**src/rtl/gps_clk_pkg.sv**
```systemverilog
// Shared clocking definitions for the GPS-disciplined second generator and time-of-day logic.
// Latency: n/a (types and constants only).
// Backpressure: n/a.
package gps_clk_pkg;

  // Lock qualification states; encodings are visible to software and other blocks.
  typedef enum logic [1:0] {
    ST_UNLOCKED = 2'd0,
    ST_ACQUIRE  = 2'd1,
    ST_LOCKED   = 2'd2,
    ST_HOLDOVER = 2'd3
  } pps_state_e;

  // Production defaults: 50 MHz core clock, +/-1000 cycle (20 ppm) acceptance window.
  localparam int DEF_WIDTH    = 28;
  localparam int DEF_DIV      = 50_000_000;
  localparam int DEF_TOL      = 1000;
  localparam int DEF_LOCK_CNT = 3;

endpackage

```
**src/rtl/gps_pps_divider_pps_sync.sv**
```systemverilog
// PPS front end: two-flop synchroniser followed by a rising-edge detector.
// Latency: rise asserts 2-3 clk cycles after the pps pin goes high; rise itself is combinational off flops.
// Backpressure: none; every synchronised rising edge yields exactly one rise cycle.
//
// Ports: clk (system clock), reset (sync, active low), pps (raw async 1PPS), rise (one-cycle edge pulse).
module pps_sync (
  input  logic clk,
  input  logic reset,
  input  logic pps,
  output logic rise
);

  logic meta_q, meta_d;
  logic sync_q, sync_d;
  logic edge_q, edge_d;

  always_comb begin
    meta_d = pps;
    sync_d = meta_q;
    edge_d = sync_q;
  end

  always_ff @(posedge clk) begin
    if (!reset) begin
      meta_q <= 1'b0;
      sync_q <= 1'b0;
      edge_q <= 1'b0;
    end else begin
      meta_q <= meta_d;
      sync_q <= sync_d;
      edge_q <= edge_d;
    end
  end

  assign rise = sync_q & ~edge_q;

endmodule

```
**src/rtl/gps_pps_divider.sv**
```systemverilog
// GPS-disciplined phase counter: free-runs modulo DIV, emits a one-cycle tick per second and
// realigns the phase to qualified 1PPS edges under a lock/holdover state machine.
// Latency: all outputs registered, 1 cycle after the synchronised rise; no backpressure (outputs are pulses/levels).
//
// Ports: clk, reset (sync active low), pps (raw GPS pulse), en (gates q advance only),
//        q (phase 0..DIV-1), tick (second pulse), locked, holdover (state flags),
//        last_period (cycles between last two PPS rises), period_valid (pulse on last_period update).
module gps_pps_divider
  import gps_clk_pkg::*;
#(
  parameter int WIDTH    = DEF_WIDTH,
  parameter int DIV      = DEF_DIV,
  parameter int TOL      = DEF_TOL,
  parameter int LOCK_CNT = DEF_LOCK_CNT
) (
  input  logic             clk,
  input  logic             reset,
  input  logic             pps,
  input  logic             en,
  output logic [WIDTH-1:0] q,
  output logic             tick,
  output logic             locked,
  output logic             holdover,
  output logic [WIDTH-1:0] last_period,
  output logic             period_valid
);

  localparam int GW = (LOCK_CNT < 1) ? 1 : $clog2(LOCK_CNT + 1);

  localparam logic [WIDTH-1:0] WIN_LO    = WIDTH'(DIV - TOL);
  localparam logic [WIDTH-1:0] WIN_HI    = WIDTH'(DIV + TOL);
  localparam logic [WIDTH-1:0] Q_LAST    = WIDTH'(DIV - 1);
  localparam logic [WIDTH-1:0] Q_TOL     = WIDTH'(TOL);
  localparam logic [GW-1:0]    GOOD_LOCK = GW'(LOCK_CNT);

  logic rise;

  pps_sync u_pps_sync (
    .clk   (clk),
    .reset (reset),
    .pps   (pps),
    .rise  (rise)
  );

  pps_state_e       state_q, state_d;
  logic [GW-1:0]    good_cnt_q, good_cnt_d;
  logic [WIDTH-1:0] pcnt_q, pcnt_d;
  logic [WIDTH-1:0] q_q, q_d;
  logic             tick_q, tick_d;
  logic [WIDTH-1:0] lp_q, lp_d;
  logic             pv_q, pv_d;

  logic [WIDTH-1:0] pcnt_inc;
  logic [GW-1:0]    good_cnt_inc;
  logic             in_win;
  logic             good_rise;
  logic             bad_rise;
  logic             timeout;
  logic             realign;

  // Interval measurement. pcnt_inc is the length of the interval that ends this cycle;
  // it saturates so a lost GPS never wraps into a false "good" period.
  always_comb begin
    pcnt_inc  = (pcnt_q == '1) ? pcnt_q : pcnt_q + WIDTH'(1);
    in_win    = (pcnt_inc >= WIN_LO) && (pcnt_inc <= WIN_HI);
    good_rise = rise & in_win;
    bad_rise  = rise & ~in_win;
    // A rise landing exactly on the window edge is still a rise, not a timeout.
    timeout   = ~rise && (pcnt_inc == WIN_HI);

    pcnt_d = rise ? '0 : pcnt_inc;
    lp_d   = rise ? pcnt_inc : lp_q;
    pv_d   = rise;
  end

  // Lock qualification FSM.
  always_comb begin
    state_d      = state_q;
    good_cnt_d   = good_cnt_q;
    realign      = 1'b0;
    good_cnt_inc = good_cnt_q + GW'(1);

    case (state_q)
      ST_UNLOCKED: begin
        if (rise) begin
          state_d    = ST_ACQUIRE;
          good_cnt_d = '0;
          realign    = 1'b1;
        end
      end
      ST_ACQUIRE: begin
        if (rise) begin
          realign = 1'b1;
          if (good_rise) begin
            good_cnt_d = good_cnt_inc;
            if (good_cnt_inc >= GOOD_LOCK) begin
              state_d = ST_LOCKED;
            end
          end else begin
            good_cnt_d = '0;
          end
        end else if (timeout) begin
          state_d = ST_UNLOCKED;
        end
      end
      ST_LOCKED: begin
        // Once locked, a single out-of-window pulse is distrusted: drop back to
        // qualification but keep the current phase.
        if (good_rise) begin
          realign = 1'b1;
        end else if (bad_rise) begin
          state_d    = ST_ACQUIRE;
          good_cnt_d = '0;
        end else if (timeout) begin
          state_d = ST_HOLDOVER;
        end
      end
      ST_HOLDOVER: begin
        if (rise) begin
          state_d    = ST_ACQUIRE;
          good_cnt_d = '0;
          realign    = 1'b1;
        end
      end
      default: begin
        state_d    = ST_UNLOCKED;
        good_cnt_d = '0;
      end
    endcase
  end

  // Phase counter. A realign overrides the natural count; its tick is withheld when
  // q is still near zero, since that second's tick has already gone out.
  always_comb begin
    q_d    = q_q;
    tick_d = 1'b0;
    if (en) begin
      if (q_q == Q_LAST) begin
        q_d    = '0;
        tick_d = 1'b1;
      end else begin
        q_d = q_q + WIDTH'(1);
      end
    end
    if (realign) begin
      q_d    = '0;
      tick_d = (q_q >= Q_TOL);
    end
  end

  always_ff @(posedge clk) begin
    if (!reset) begin
      state_q    <= ST_UNLOCKED;
      good_cnt_q <= '0;
      pcnt_q     <= '0;
      q_q        <= '0;
      tick_q     <= 1'b0;
      lp_q       <= '0;
      pv_q       <= 1'b0;
    end else begin
      state_q    <= state_d;
      good_cnt_q <= good_cnt_d;
      pcnt_q     <= pcnt_d;
      q_q        <= q_d;
      tick_q     <= tick_d;
      lp_q       <= lp_d;
      pv_q       <= pv_d;
    end
  end

  assign q            = q_q;
  assign tick         = tick_q;
  assign locked       = (state_q == ST_LOCKED);
  assign holdover     = (state_q == ST_HOLDOVER);
  assign last_period  = lp_q;
  assign period_valid = pv_q;

endmodule

```
**config.mk**
```make
export PLATFORM = sky130hd
export DESIGN_NAME = gps_pps_divider
export DESIGN_NICKNAME = d
export VERILOG_FILES = /design/src/rtl/gps_clk_pkg.sv /design/src/rtl/gps_pps_divider_pps_sync.sv /design/src/rtl/gps_pps_divider.sv
export SDC_FILE = /design/constraint.sdc
export NUM_CORES = 1
export LEC_CHECK = 0
export ABC_CLOCK_PERIOD_IN_PS = 3650
export CAP_MARGIN = 20
export CORE_UTILIZATION = 40
export DETAILED_ROUTE_END_ITERATION = 8
export DONT_BUFFER_PORTS = 1
export PLACE_DENSITY = 0.54
export SLEW_MARGIN = 5
export SYNTH_ARGS = -nofsm -noshare
export SYNTH_HDL_FRONTEND = slang
export SYNTH_SLANG_ARGS = --single-unit
```
**constraint.sdc**
```tcl
create_clock -name clk -period 3.65 [get_ports clk]
set_clock_uncertainty 0.2 [all_clocks]
set_input_delay 0.5475 -clock clk [delete_from_list [all_inputs] [get_ports clk]]
set_output_delay 0.5475 -clock clk [all_outputs]
set_load 0.01 [all_outputs]
```
==> flow_metrics.env <==
export IMPL_status="finished, violations left"
export IMPL_violated_checks="setup timing"
export IMPL_synthesis_area_mm2=0.00460
export IMPL_commonest_register_cell_after_synthesis="sky130_fd_sc_hd__dfxtp_1"
export IMPL_critical_path_endpoint_type="flop"
export IMPL_standby_leakage_power_nw=2.16
export IMPL_crit_fanout=14
export IMPL_fp_coreArea_mm2=0.0110
export IMPL_drv_cap=0
export IMPL_critical_path_startpoint="pcnt_q[15]"
export IMPL_number_of_iterations_in_the_first_detailed_routing_pass=5
export IMPL_portBuffers=0
export IMPL_power_switching_fraction_pct=25.5
export IMPL_setup_viol=14
export IMPL_max_clock_path_buffers=2
export IMPL_synthMostInstantiatedCell="sky130_fd_sc_hd__dfxtp_1"
export IMPL_finalCriticalPeriod_ps=3680
export IMPL_number_of_failing_hold_endpoints_at_the_final_stage=0
export IMPL_dr_total_vias=4225
export IMPL_synthesis_area_per_instance_um2=8.28
export IMPL_layout_worst_path_cycle_share_pct=101
export IMPL_syn_nets=567
export IMPL_row_count=38
export IMPL_vdd_ir_drop_worst_uv=289
export IMPL_grt_antenna_before_repair=0
export IMPL_die_w_um=109
export IMPL_synthDominantAreaCellType="sky130_fd_sc_hd__dfxtp_1"
export IMPL_floorplan_initialDensity_pct=41.7
export IMPL_proportion_of_synthesized_chip_area_in_sequential_cells_pct=40.5
export IMPL_sequential_cell_fraction_of_total_power_pct=49.5
export IMPL_logic_pwr_share_pct=8.6
export IMPL_multi_input_area_mm2=0.00271
export IMPL_power_density_mw_per_mm2=363
export IMPL_remaining_drc_errors=0
export IMPL_die_height_um=109
export IMPL_sequential_cell_area_mm2=0.00188
export IMPL_grt_overflow_total=0
export IMPL_cts_clock_pin_slew_for_the_worst_setup_and_hold_paths_ps=70
export IMPL_yosys_top_cells_area="sky130_fd_sc_hd__dfxtp_1 40%, sky130_fd_sc_hd__nor2_1 6.4%, sky130_fd_sc_hd__xnor2_1 5.1%"
export IMPL_reg2reg_depth=13
export IMPL_synth_yosys_warnings=0
export IMPL_setup_ws_ps=-26.2
export IMPL_drt_wirelength_per_cell_um=16.1
export IMPL_hold_class="primary input to flop"
export IMPL_final_replace_weighted_congestion=0.913
export IMPL_yosysTopAreaCellShare_pct=40.5
export IMPL_layoutNonFillerInstCount=774
export IMPL_final_fill_count=1048
export IMPL_fraction_of_final_layout_cells_sized_beyond_drive_strength_1_pct=24.9
export IMPL_grt_pass1_wl_um=19900
export IMPL_cts_sink_count=93
export IMPL_drt_first_iter_violations=257
export IMPL_r2r_start="pcnt_q[15]"
export IMPL_worst_setup_path_start_kind="flop"
export IMPL_cts_htree_levels=3
export IMPL_critical_path_class="flop to flop"
export IMPL_final_wirelength_um=12400
export IMPL_postRouteAntennaNets=0
export IMPL_synth_async_reset_ratio_pct=0
export IMPL_power_clock_fraction_pct=41.9
export IMPL_cts_buf_count=9
export IMPL_synth_commonest_cells="93 x sky130_fd_sc_hd__dfxtp_1, 78 x sky130_fd_sc_hd__nor2_1, 60 x sky130_fd_sc_hd__nand2_1"
export IMPL_grtUsageTotal_pct=21.8
export IMPL_cts_tree="yes"
export IMPL_clockRootBuffer="sky130_fd_sc_hd__clkbuf_16"
export IMPL_via_count_of_the_first_global_routing_pass=4041
export IMPL_die_area_mm2=0.0119
export IMPL_power_switching_mw=0.540
export IMPL_numPlacedInstances=750
export IMPL_worstMarginPinSlew_ps=708
export IMPL_unrepaired_setup_endpoints_after_global_routing="true"
export IMPL_timing_critical_path_to="q[3]"
export IMPL_nets=641
export IMPL_synth_enable_flop_cells=0
export IMPL_crit_arrival_ps=3730
export IMPL_postSynthCellCount=555
export IMPL_avgViaCountPerCell=5.46
export IMPL_reg2reg_to="q[3]"
export IMPL_crit_required_ps=3700
export IMPL_dpl_hpwl_um=9200
export IMPL_final_max_slew_violation_count=0
export IMPL_r2r_slack_ps=-30
export IMPL_fmax_mhz=272
export IMPL_io_pins=64
export IMPL_synth_distinct_cells=59
export IMPL_layout_core_utilization_pct=52.9
export IMPL_internal_power_mw=1.58
export IMPL_antenna_cells=0
export IMPL_area_growth_pct=27.0
export IMPL_cts_hold_buffers=0
export IMPL_pin_count_of_the_biggest_net_entering_global_routing=29
export IMPL_slew_limit_headroom_pct=52.8
export IMPL_clkLatencyLatePin_ps=360
export IMPL_synth_ff_latch_count=93
## how the worst min path moves through the flow
stage	to	slack, ps	from	depth (start not counted)
finish	u_pps_sync.meta_q	120	reset	1
global route	u_pps_sync.meta_q	110	reset	1
CTS	tick	110	reset	1
detailed placement	u_pps_sync.edge_d	230	u_pps_sync.meta_q	1
global placement	u_pps_sync.edge_d	220	u_pps_sync.meta_q	1
floorplan	u_pps_sync.edge_d	210	u_pps_sync.meta_q	1
## registers in the layout, indices dropped and copies added, names as in the netlist
name / cells
good_cnt_q: 2
state_q: 2
u_pps_sync.edge_d: 1
q: 28
pcnt_q: 28
u_pps_sync.meta_q: 1
period_valid: 1
u_pps_sync.edge_q: 1
tick: 1
last_period: 28
## critical path, stage by stage, from the launching register on
cell and delay [ps]:
sky130_fd_sc_hd__dfxtp_2 350, sky130_fd_sc_hd__nand4_4 140, sky130_fd_sc_hd__buf_4 170, sky130_fd_sc_hd__nor4_2 330, sky130_fd_sc_hd__buf_4 230, sky130_fd_sc_hd__a31oi_1 130
sky130_fd_sc_hd__xnor2_1 360, sky130_fd_sc_hd__nand4b_1 220, sky130_fd_sc_hd__or4_4 530, sky130_fd_sc_hd__o311a_1 170, sky130_fd_sc_hd__o31a_4 330, sky130_fd_sc_hd__o211ai_4 210
sky130_fd_sc_hd__buf_12 170, sky130_fd_sc_hd__nor2_1 50
## cells in the final DEF, fill, tap and decap left out, types with 3 or more instances in the layout
master / count
sky130_fd_sc_hd__o31ai_1: 3
sky130_fd_sc_hd__nand2b_1: 5
sky130_fd_sc_hd__and3_1: 7
sky130_fd_sc_hd__a31oi_1: 8
sky130_fd_sc_hd__o21ai_0: 33
sky130_fd_sc_hd__o22ai_1: 3
sky130_fd_sc_hd__clkbuf_16: 9
sky130_fd_sc_hd__and4_1: 5
sky130_fd_sc_hd__nor3b_1: 4
sky130_fd_sc_hd__or3_1: 3
sky130_fd_sc_hd__nor3_2: 3
sky130_fd_sc_hd__dfxtp_2: 15
sky130_fd_sc_hd__ha_1: 7
sky130_fd_sc_hd__nand2_1: 59
sky130_fd_sc_hd__a21o_1: 3
sky130_fd_sc_hd__a21oi_1: 7
sky130_fd_sc_hd__and2_1: 7
sky130_fd_sc_hd__nor4_1: 8
sky130_fd_sc_hd__dfxtp_1: 78
sky130_fd_sc_hd__nand4_1: 19
sky130_fd_sc_hd__xnor2_1: 27
sky130_fd_sc_hd__inv_6: 4
sky130_fd_sc_hd__nor2b_1: 4
sky130_fd_sc_hd__nand4_4: 3
sky130_fd_sc_hd__inv_1: 13
sky130_fd_sc_hd__nor3_1: 15
sky130_fd_sc_hd__nand3_1: 27
sky130_fd_sc_hd__nor2_1: 77
sky130_fd_sc_hd__xor2_1: 24
sky130_fd_sc_hd__a311oi_1: 3
sky130_fd_sc_hd__buf_4: 92
sky130_fd_sc_hd__or4_4: 6
## timing repair
action | CTS | global route
setup endpoints to repair | 31 | 33
pin swaps | 3 | 5
resized for setup | 11 | 18
buffers inserted | 4 | 3
## through the flow
stage / setup slack [ps] / hold slack (ps) / TNS (ps) / area (um2) / power, mW
2_1_floorplan: -18.3 / 212 / -181 / 4740 / 1.20
3_3_place_gp: -132 / 223 / -2410 / 5390 / 1.25
3_5_place_dp: -120 / 234 / -1240 / 5390 / 1.25
4_1_cts: 3.60 / 110 / 0 / 5740 / 2.15
5_1_grt: -132 / 110 / -2390 / 5840 / 2.21
6_report: -26.2 / 116 / -220 / 5840 / 2.12
## kinds of logic (layout without fill, tap and decap cells)
logic type / count (synthesis) / after routing / share of synthesized area [%]
compound gates: 92 / 92 / 14.2
fa+ha+maj: 8 / 8 / 2.18
flops: 93 / 93 / 40.5
simple gates: 262 / 262 / 28.2
mux: 3 / 3 / 0.653
xor+xnor: 52 / 52 / 9.90
buf+inv: 45 / 124 / 4.44
## power groups by stage
stage / combinational, mW / sequential [mW] / clock (mW)
final: 0.182 / 1.05 / 0.888
after global routing: 0.203 / 1.05 / 0.952
after CTS: 0.181 / 1.05 / 0.917
after detailed placement: 0.175 / 1.07 / 0
after global placement: 0.174 / 1.07 / 0
after floorplan: 0.135 / 1.07 / 0
## per-layer routing
| metal | part of all wire (%) | vias to the layer above | track usage (%) |
|---|---|---|---|
| met5 | 0 | - | 0 |
| met4 | 2.5 | 0 | 9.43 |
| li1 | - | 2101 | - |
| met3 | 5.4 | 18 | 4.66 |
| met1 | 47 | 2002 | 29.0 |
| met2 | 46 | 104 | 33.7 |
## final cells by class
type                    instances  share of cell area, %
clock buffers                   9                   3.86
clock inverters                 7                  0.964
inverters                      13                  0.836
multi-input cells             417                   46.4
flip-flops and latches         93                   32.2
well taps                     140                   3.00
repair buffers                 95                   12.8
No activity file was read; power rests on OpenSTA's default activity.
